File: src/rtl/config_pkg.sv
// Shared types and constants for the host-to-FPGA UART packet protocol.
// Opcodes, header size, error codes and parser states.
package config_pkg;

    localparam logic [7:0] OP_ECHO = 8'hEC;
    localparam logic [7:0] OP_ADD  = 8'hA0;
    localparam logic [7:0] OP_MUL  = 8'hA1;
    localparam logic [7:0] OP_DIV  = 8'hA2;

    localparam int unsigned HDR_BYTES = 4;

    typedef enum logic [1:0] {
        ERR_NONE    = 2'd0,
        ERR_BAD_OP  = 2'd1,
        ERR_BAD_LEN = 2'd2,
        ERR_TIMEOUT = 2'd3
    } err_code_e;

    typedef enum logic [2:0] {
        ST_OP,
        ST_RSVD,
        ST_LEN_LO,
        ST_LEN_HI,
        ST_PAYLOAD,
        ST_DRAIN
    } parser_state_e;

    function automatic logic op_known(input logic [7:0] op);
        logic known;
        known = 1'b0;
        unique case (1'b1)
            op == OP_ECHO,
            op == OP_ADD,
            op == OP_MUL,
            op == OP_DIV: known = 1'b1;
            default:      known = 1'b0;
        endcase
        return known;
    endfunction

endpackage

File: src/rtl/uart_packet_parser.sv
// Byte-stream packet decoder: header parse, payload pass-through, drain of bad packets.
// Optional inter-byte gap timeout enabled by defining PARSER_TIMEOUT_EN.
module uart_packet_parser
    import config_pkg::*;
#(
    parameter logic [15:0] MaxLen        = 16'd1024,
    parameter logic [31:0] TimeoutCycles = 32'd100000
) (
    input  logic        clk_i,
    input  logic        reset_i,
    input  logic [7:0]  rx_data_i,
    input  logic        rx_valid_i,
    output logic        rx_ready_o,
    output logic        hdr_valid_o,
    output logic [7:0]  opcode_o,
    output logic [15:0] length_o,
    output logic [7:0]  data_o,
    output logic        data_valid_o,
    input  logic        data_ready_i,
    output logic        data_last_o,
    output logic        err_o,
    output logic [1:0]  err_code_o
);

    parser_state_e state;
    logic [7:0]    op_q;
    logic [7:0]    len_lo_q;
    logic [15:0]   remaining;

    logic          in_payload;
    logic          accept;
    logic [15:0]   len_full;
    logic [15:0]   len_rem;
    logic          len_bad;
    logic          gap_hit;

    assign in_payload = (state == ST_PAYLOAD);
    assign accept     = rx_valid_i & rx_ready_o;
    assign len_full   = {rx_data_i, len_lo_q};
    assign len_rem    = len_full - 16'(HDR_BYTES);
    assign len_bad    = (len_full < 16'(HDR_BYTES)) || (len_full > MaxLen);

    // Payload is a zero-latency pass-through; every other state always accepts.
    always_comb begin
        rx_ready_o   = in_payload ? data_ready_i : 1'b1;
        data_valid_o = in_payload & rx_valid_i;
        data_o       = in_payload ? rx_data_i : 8'd0;
        data_last_o  = in_payload && (remaining == 16'd1);
    end

`ifdef PARSER_TIMEOUT_EN
    logic [31:0] gap_q;

    assign gap_hit = (state != ST_OP) && !rx_valid_i &&
                     ((gap_q + 32'd1) == TimeoutCycles);

    // Idle-cycle counter; stalls under backpressure do not count as idle.
    always_ff @(posedge clk_i or posedge reset_i) begin
        if (reset_i) begin
            gap_q <= '0;
        end else if (state == ST_OP || accept || gap_hit) begin
            gap_q <= '0;
        end else if (!rx_valid_i) begin
            gap_q <= gap_q + 32'd1;
        end
    end
`else
    logic unused_timeout;
    assign unused_timeout = ^TimeoutCycles;
    assign gap_hit        = 1'b0;
`endif

    // Framing FSM with registered header/error pulses and held header fields.
    always_ff @(posedge clk_i or posedge reset_i) begin
        if (reset_i) begin
            state       <= ST_OP;
            op_q        <= '0;
            len_lo_q    <= '0;
            remaining   <= '0;
            hdr_valid_o <= 1'b0;
            err_o       <= 1'b0;
            err_code_o  <= ERR_NONE;
            opcode_o    <= '0;
            length_o    <= '0;
        end else begin
            hdr_valid_o <= 1'b0;
            err_o       <= 1'b0;
            if (gap_hit) begin
                err_o      <= 1'b1;
                err_code_o <= ERR_TIMEOUT;
                state      <= ST_OP;
            end else if (accept) begin
                unique case (state)
                    ST_OP: begin
                        op_q  <= rx_data_i;
                        state <= ST_RSVD;
                    end
                    ST_RSVD: begin
                        state <= ST_LEN_LO;
                    end
                    ST_LEN_LO: begin
                        len_lo_q <= rx_data_i;
                        state    <= ST_LEN_HI;
                    end
                    ST_LEN_HI: begin
                        remaining <= len_rem;
                        if (len_bad) begin
                            err_o      <= 1'b1;
                            err_code_o <= ERR_BAD_LEN;
                            state      <= ST_OP;
                        end else if (!op_known(op_q)) begin
                            err_o      <= 1'b1;
                            err_code_o <= ERR_BAD_OP;
                            state      <= (len_rem == 16'd0) ? ST_OP : ST_DRAIN;
                        end else begin
                            hdr_valid_o <= 1'b1;
                            opcode_o    <= op_q;
                            length_o    <= len_full;
                            state       <= (len_rem == 16'd0) ? ST_OP : ST_PAYLOAD;
                        end
                    end
                    ST_PAYLOAD,
                    ST_DRAIN: begin
                        remaining <= remaining - 16'd1;
                        if (remaining == 16'd1) begin
                            state <= ST_OP;
                        end
                    end
                    default: begin
                        state <= ST_OP;
                    end
                endcase
            end
        end
    end

endmodule

File: config.mk
export PLATFORM = sky130hd
export DESIGN_NAME = uart_packet_parser
export DESIGN_NICKNAME = d
export VERILOG_FILES = /design/src/rtl/config_pkg.sv /design/src/rtl/uart_packet_parser.sv
export SDC_FILE = /design/constraint.sdc
export NUM_CORES = 1
export LEC_CHECK = 0
export BUFFER_PORTS_ARGS = -buffer_cell sky130_fd_sc_hd__clkbuf_2
export CAP_MARGIN = 5
export CORE_ASPECT_RATIO = 0.5
export CORE_MARGIN = 4
export CORE_UTILIZATION = 35
export CTS_BUF_LIST = sky130_fd_sc_hd__clkbuf_8 sky130_fd_sc_hd__clkbuf_16
export CTS_CLUSTER_DIAMETER = 50
export DETAILED_ROUTE_END_ITERATION = 10
export PLACE_DENSITY_LB_ADDON = 0.08
export SYNTH_ARGS = -nofsm -noshare
export SYNTH_HDL_FRONTEND = slang
export SYNTH_SLANG_ARGS = --single-unit
File: constraint.sdc
create_clock -name clk_i -period 3.1 [get_ports clk_i]
set_input_delay 0 -clock clk_i [delete_from_list [all_inputs] [get_ports clk_i]]
set_output_delay 0 -clock clk_i [all_outputs]
set_load 0.005 [all_outputs]
# == After elaboration in Yosys (flattened, before gate mapping) ==
# Index checks and enable logic that the tools add are counted.
# totals
elab_cells,64
input_bits,12
register_bits,63
out_inout_bits,39
# op_classes
n_eq_ne,12
n_addsub,2
bitwise,3
order_cmp,2
muxes,23
n_reduce_logical,13
# op_table
cell,count
"== test 8 bit, second input constant",4
case mux 16 bit (2 select lines),1
"== test 16 x 1 -> 1 bit, second input constant",1
"greater-than comparator 16 x 11 -> 1 bit, second input constant",1
zero test 16 bit,1
"< comparator 16 x 3 -> 1 bit, second input constant",1
"subtractor 16 x 1 -> 16 bit, second input constant",1
"subtractor 16 x 3 -> 16 bit, second input constant",1
two-way mux 3 bit,5
case mux 3 bit (5 select lines),1
two-way mux 1 bit,13
two-way mux 8 bit,1
AND reduction 2 bit,4
"== test 3 x 2 -> 1 bit, second input constant",2
"== test 3 bit, second input constant",2
two-way mux 2 bit,2
"inequality test 2 bit, second input constant",2
AND reduction 4 bit,1
OR reduction 4 bit,1
"== test 3 x 1 -> 1 bit, second input constant",1
zero test 3 bit,1
AND reduction 3 bit,1
bitwise AND 1 bit,2
nonzero test 2 bit,1
4 further kinds,4

# == Longest topological paths before layout ==
# depth
depth_word,10
depth_mapped,10

# == Worst setup path after synthesis ==
# OpenSTA, ideal clock, no wires.
# synth_timing
kind,register to register
start,reg len_lo_q[2]
end,reg length_o[0]
path_buffers,3
setup_time_ps,125
synth_period_minus_slack_ps,2317
t_arrival_ps,2192
stages_incl_launch_ff,11
slack_ps,783
cell_sequence,dfrtp_1 > clkbuf_1 > inv_1 > ha_1 > buf_2 > nor3b_2 > and4_1 > o21a_2 > nand3_4 > buf_6 > mux2_4
# synth_via
elab_chain_cells,4
elab_cells_between_ends,5
classes_between,2 x order compare; 1 x bitwise; 2 x reduce/logical
# synth_rtl
element,line_no,text
start: declaration,uart_packet_parser.sv:27,logic [7:0] len_lo_q;
start signal: assignment,uart_packet_parser.sv:102,len_lo_q <= rx_data_i;
< comparator 16 x 3 -> 1 bit or greater-than comparator 16 x 11 -> 1 bit (tied branches),uart_packet_parser.sv:41,assign len_bad = (len_full < 16'(HDR_BYTES)) || (len_full > MaxLen);
logical OR 1 bit *,uart_packet_parser.sv:41,
inverter 1 bit (no line) *,n/a,
AND reduction 4 bit (no line) *,n/a,
end signal: assignment,uart_packet_parser.sv:118,length_o <= len_full;
end: declaration,uart_packet_parser.sv:16,"output logic [15:0] length_o,"
# Every way passes the cells marked *; elsewhere a longest branch is shown, timed or not.
# A chain may end at the register's enable or synchronous reset.

# == Worst setup path after layout ==
# layout_timing
start,reg len_lo_q[2]
end,reg length_o[6]
# Same word-level chain as after synthesis.

==> metrics <==
status completed; # diodes 0; Adder-Cell Fraction of Synth Area 1.463%; maximum VDD drop approximately 0.26 mV; Yosys cell types between 50 and 60; CP Data Required Time about 3.3 ns; post_cts resized 0; pins over their slew limit 0; CTS tree done; Ports 51; slowest cell delay on critical path 0.48 ns; FMAX 377.4 MHz; Synth area leaders dfrtp_1 (46%), mux2_2 (6.3%), mux2_4 (4.8%); # setup viols final 0; Worst Hold Class in2reg; Post-synth EDFFs 0; vias per std cell between 5 and 6; Starting Density between 30% and 40%; Simple-Gate Fraction of Synth Area around a fifth; DRC Markers 0; Layout fillers between 900 and 1000; Compound-Gate Fraction of Synth Area between 10% and 20%; setup ws final 0.4501 ns; pre-CTS setup slack 0.4536 ns; layout cells sized above 1 29.79%; Setup crit end kind register; crit path DAT about 2.9 ns; Total Routing Usage GR about 16%; RSZ-0062 raised after global routing no; synthesized area per cell between 10 and 15 µm²; initial antenna violation count 0; Die X 147.8 µm; CP Cell Sequence inv_1 > ha_1 > nor3b_2 > and4_1 > o21a_2 > nand3_4 > mux2_4; worst slew pin tran around 0.75 ns; clk_lat worst skew about 0.32 ns; endpoint of the worst-slack reg-to-reg timing path length_o[6]; Hold EP len_lo_q[5]; DIE AREA about 12000 µm²; type of origin of the critical path register; Final Wtd Congestion slightly below 0.8; top-area cell type share of the netlist area a little under half; top fanout value on the critical path 25; minimum clock period 2.650 ns; FF+latch count, synth between 60 and 70; Area Growth Syn to Fin 19.35%; # rows 25; most frequent cell after synthesis dfrtp_1; main combinational cell family by area after synthesis simple AND/OR/NAND/NOR gates; core area approximately 9500 µm²; vias in the first global route between 2000 and 3000; first drt pass iteration count 4; WS Path Type reg2reg; Final Hold Fails 0; Post-DRT Antenna Nets 0; synth warn 0; DP HPWL around 6100 µm; Final Cycle Share between 80% and 90%; PwrDens between 700 and 800 nW/µm²; setup TNS 0 ns; Syn Nets between 300 and 400; Post-synth top cells dfrtp_1 (63), nor2_1 (28), o21ai_0 (24); R2R Path Start len_lo_q[2]; Crit-path slowest cell dfrtp_1; asr flop ratio synth 100.0%; GR Overflow Total 0; Post-layout nets about 390; CTS H-tree lvls 3; Max Cap Violations 0; leakage ~1.8 nW; post-synthesis sequential area ratio ~46%; clk root buf clkbuf_16; Post-synth top flop dfrtp_1; Num Clock Sinks 63; Worst Hold Depth 2; clk slew on worst S/H paths 0.05 ns; initial DRC count around 170; CTS Buf Count 9; reg-to-reg slack, setup roughly 0.45 ns; clk buf depth 2; multiplexer share of the synthesized area 11.38%; via count 2633; area of the mapped netlist around 3400 µm²; routed len/inst about 17 µm; largest area contributor in the netlist dfrtp_1; pin count of the biggest net entering global routing 34; slew margin rel. 49.85%; Routed WL 8563 µm; port bufs 50; min-delay src rx_data_i[5]; reg2reg path depth 7; Final Skew around 0.0047 ns; Die Height approximately 80 µm; xor/xnor share of the synthesized area around 2.6%; Post-CTS Setup Inserts 0; first-pass GRT wire length 14080 µm; Syn Inst Count approximately 330
## cells by family after synthesis
group / Yosys count
AOI/OAI and AO/OA: 73
xor gates and xnor gates: 10
adders and majority gates: 4
buffers and inverters: 26
DFF: 63
muxes: 31
and+or+nand+nor: 118
## cell usage in the layout (no fill, tap or decap), types with 5 or more instances in the layout
master	synthesis	final
clkbuf_2	0	50
nand4_1	5	5
nor2_1	28	28
nand2b_1	5	5
o21ai_0	24	24
a21oi_1	14	14
dfrtp_1	63	63
a22o_1	6	6
nand2_1	18	18
nor3_1	5	5
inv_1	7	7
mux2_4	11	11
clkbuf_16	0	9
mux2_2	19	19
xor2_1	5	5
and2_1	16	16
xnor2_1	5	5
nand3_1	5	5
## per-stage QoR
step / std cells / util [%] / hold WS, ns / total power, mW / instance area (µm²)
2_1_floorplan: 325 / - / 0.1064 / 1.960 / 3421
6_report: 511 / 43.08 / 0.02982 / 3.204 / 4083
3_5_place_dp: 494 / 39.80 / 0.1393 / 2.217 / 3772
5_1_grt: 511 / 43.08 / 0.03838 / 3.420 / 4083
4_1_cts: 511 / 43.08 / 0.01463 / 3.238 / 4083
3_3_place_gp: 494 / 39.80 / 0.1164 / 2.195 / 3772
## area by class of cell
| cell class | instances | area, µm² | area share [%] |
|---|---|---|---|
| timing repair buffer | 54 | 282.8 | 6.926 |
| clock buffer | 10 | 239.0 | 5.853 |
| tap | 135 | 168.9 | 4.137 |
| clock inverter | 6 | 61.31 | 1.502 |
| multi-input combinational | 236 | 1728 | 42.32 |
| sequential | 63 | 1577 | 38.61 |
| inverter | 7 | 26.28 | 0.6436 |
## state kept, by name, indices dropped and copies added, names as in the netlist
| name | count |
|---|---|
| err_o | 1 |
| state | 3 |
| len_lo_q | 8 |
| remaining | 16 |
| op_q | 8 |
| length_o | 16 |
| opcode_o | 8 |
| err_code_o | 2 |
| hdr_valid_o | 1 |
## worst max path at each step
stage	from	to	slack [ns]	depth (start not counted)
6_report	len_lo_q[2]	length_o[6]	0.45	7
5_1_grt	len_lo_q[2]	opcode_o[3]	0.24	7
4_1_cts	len_lo_q[2]	length_o[4]	0.42	7
3_5_place_dp	len_lo_q[2]	opcode_o[3]	0.45	7
3_3_place_gp	len_lo_q[2]	length_o[3]	0.57	7
2_1_floorplan	len_lo_q[2]	length_o[0]	0.78	10
## where the power goes
part | switching [mW] | leakage [nW] | internal, mW
clock network | 0.359 | 0.154 | 0.640
registers | 0.340 | 0.806 | 1.05
logic | 0.420 | 0.881 | 0.390
## critical path: cells and delay by family (launching register included)
kind	cells	cell delay, ns
adder cells (fa/ha/maj)	1	0.32
AND/OR/NAND/NOR	3	1.01
buffers and inverters	1	0.11
flip-flops	1	0.48
multiplexers	1	0.43
AO/OA/AOI/OAI	1	0.18
## what timing repair did
action                                  CTS  global route
hold buffers                              1             0
endpoints found under the setup margin    0             0
endpoints found under the hold margin    32             0
## per-layer routing
metal	track usage [%]	routed length (µm)	vias to the layer above
li1	-	-	1279
met1	22.81	4377	1295
met2	22.70	3743	52
met3	4.609	391	7
met4	3.687	50	0
met5	0	0	-
(Power assumes the default switching activity.)
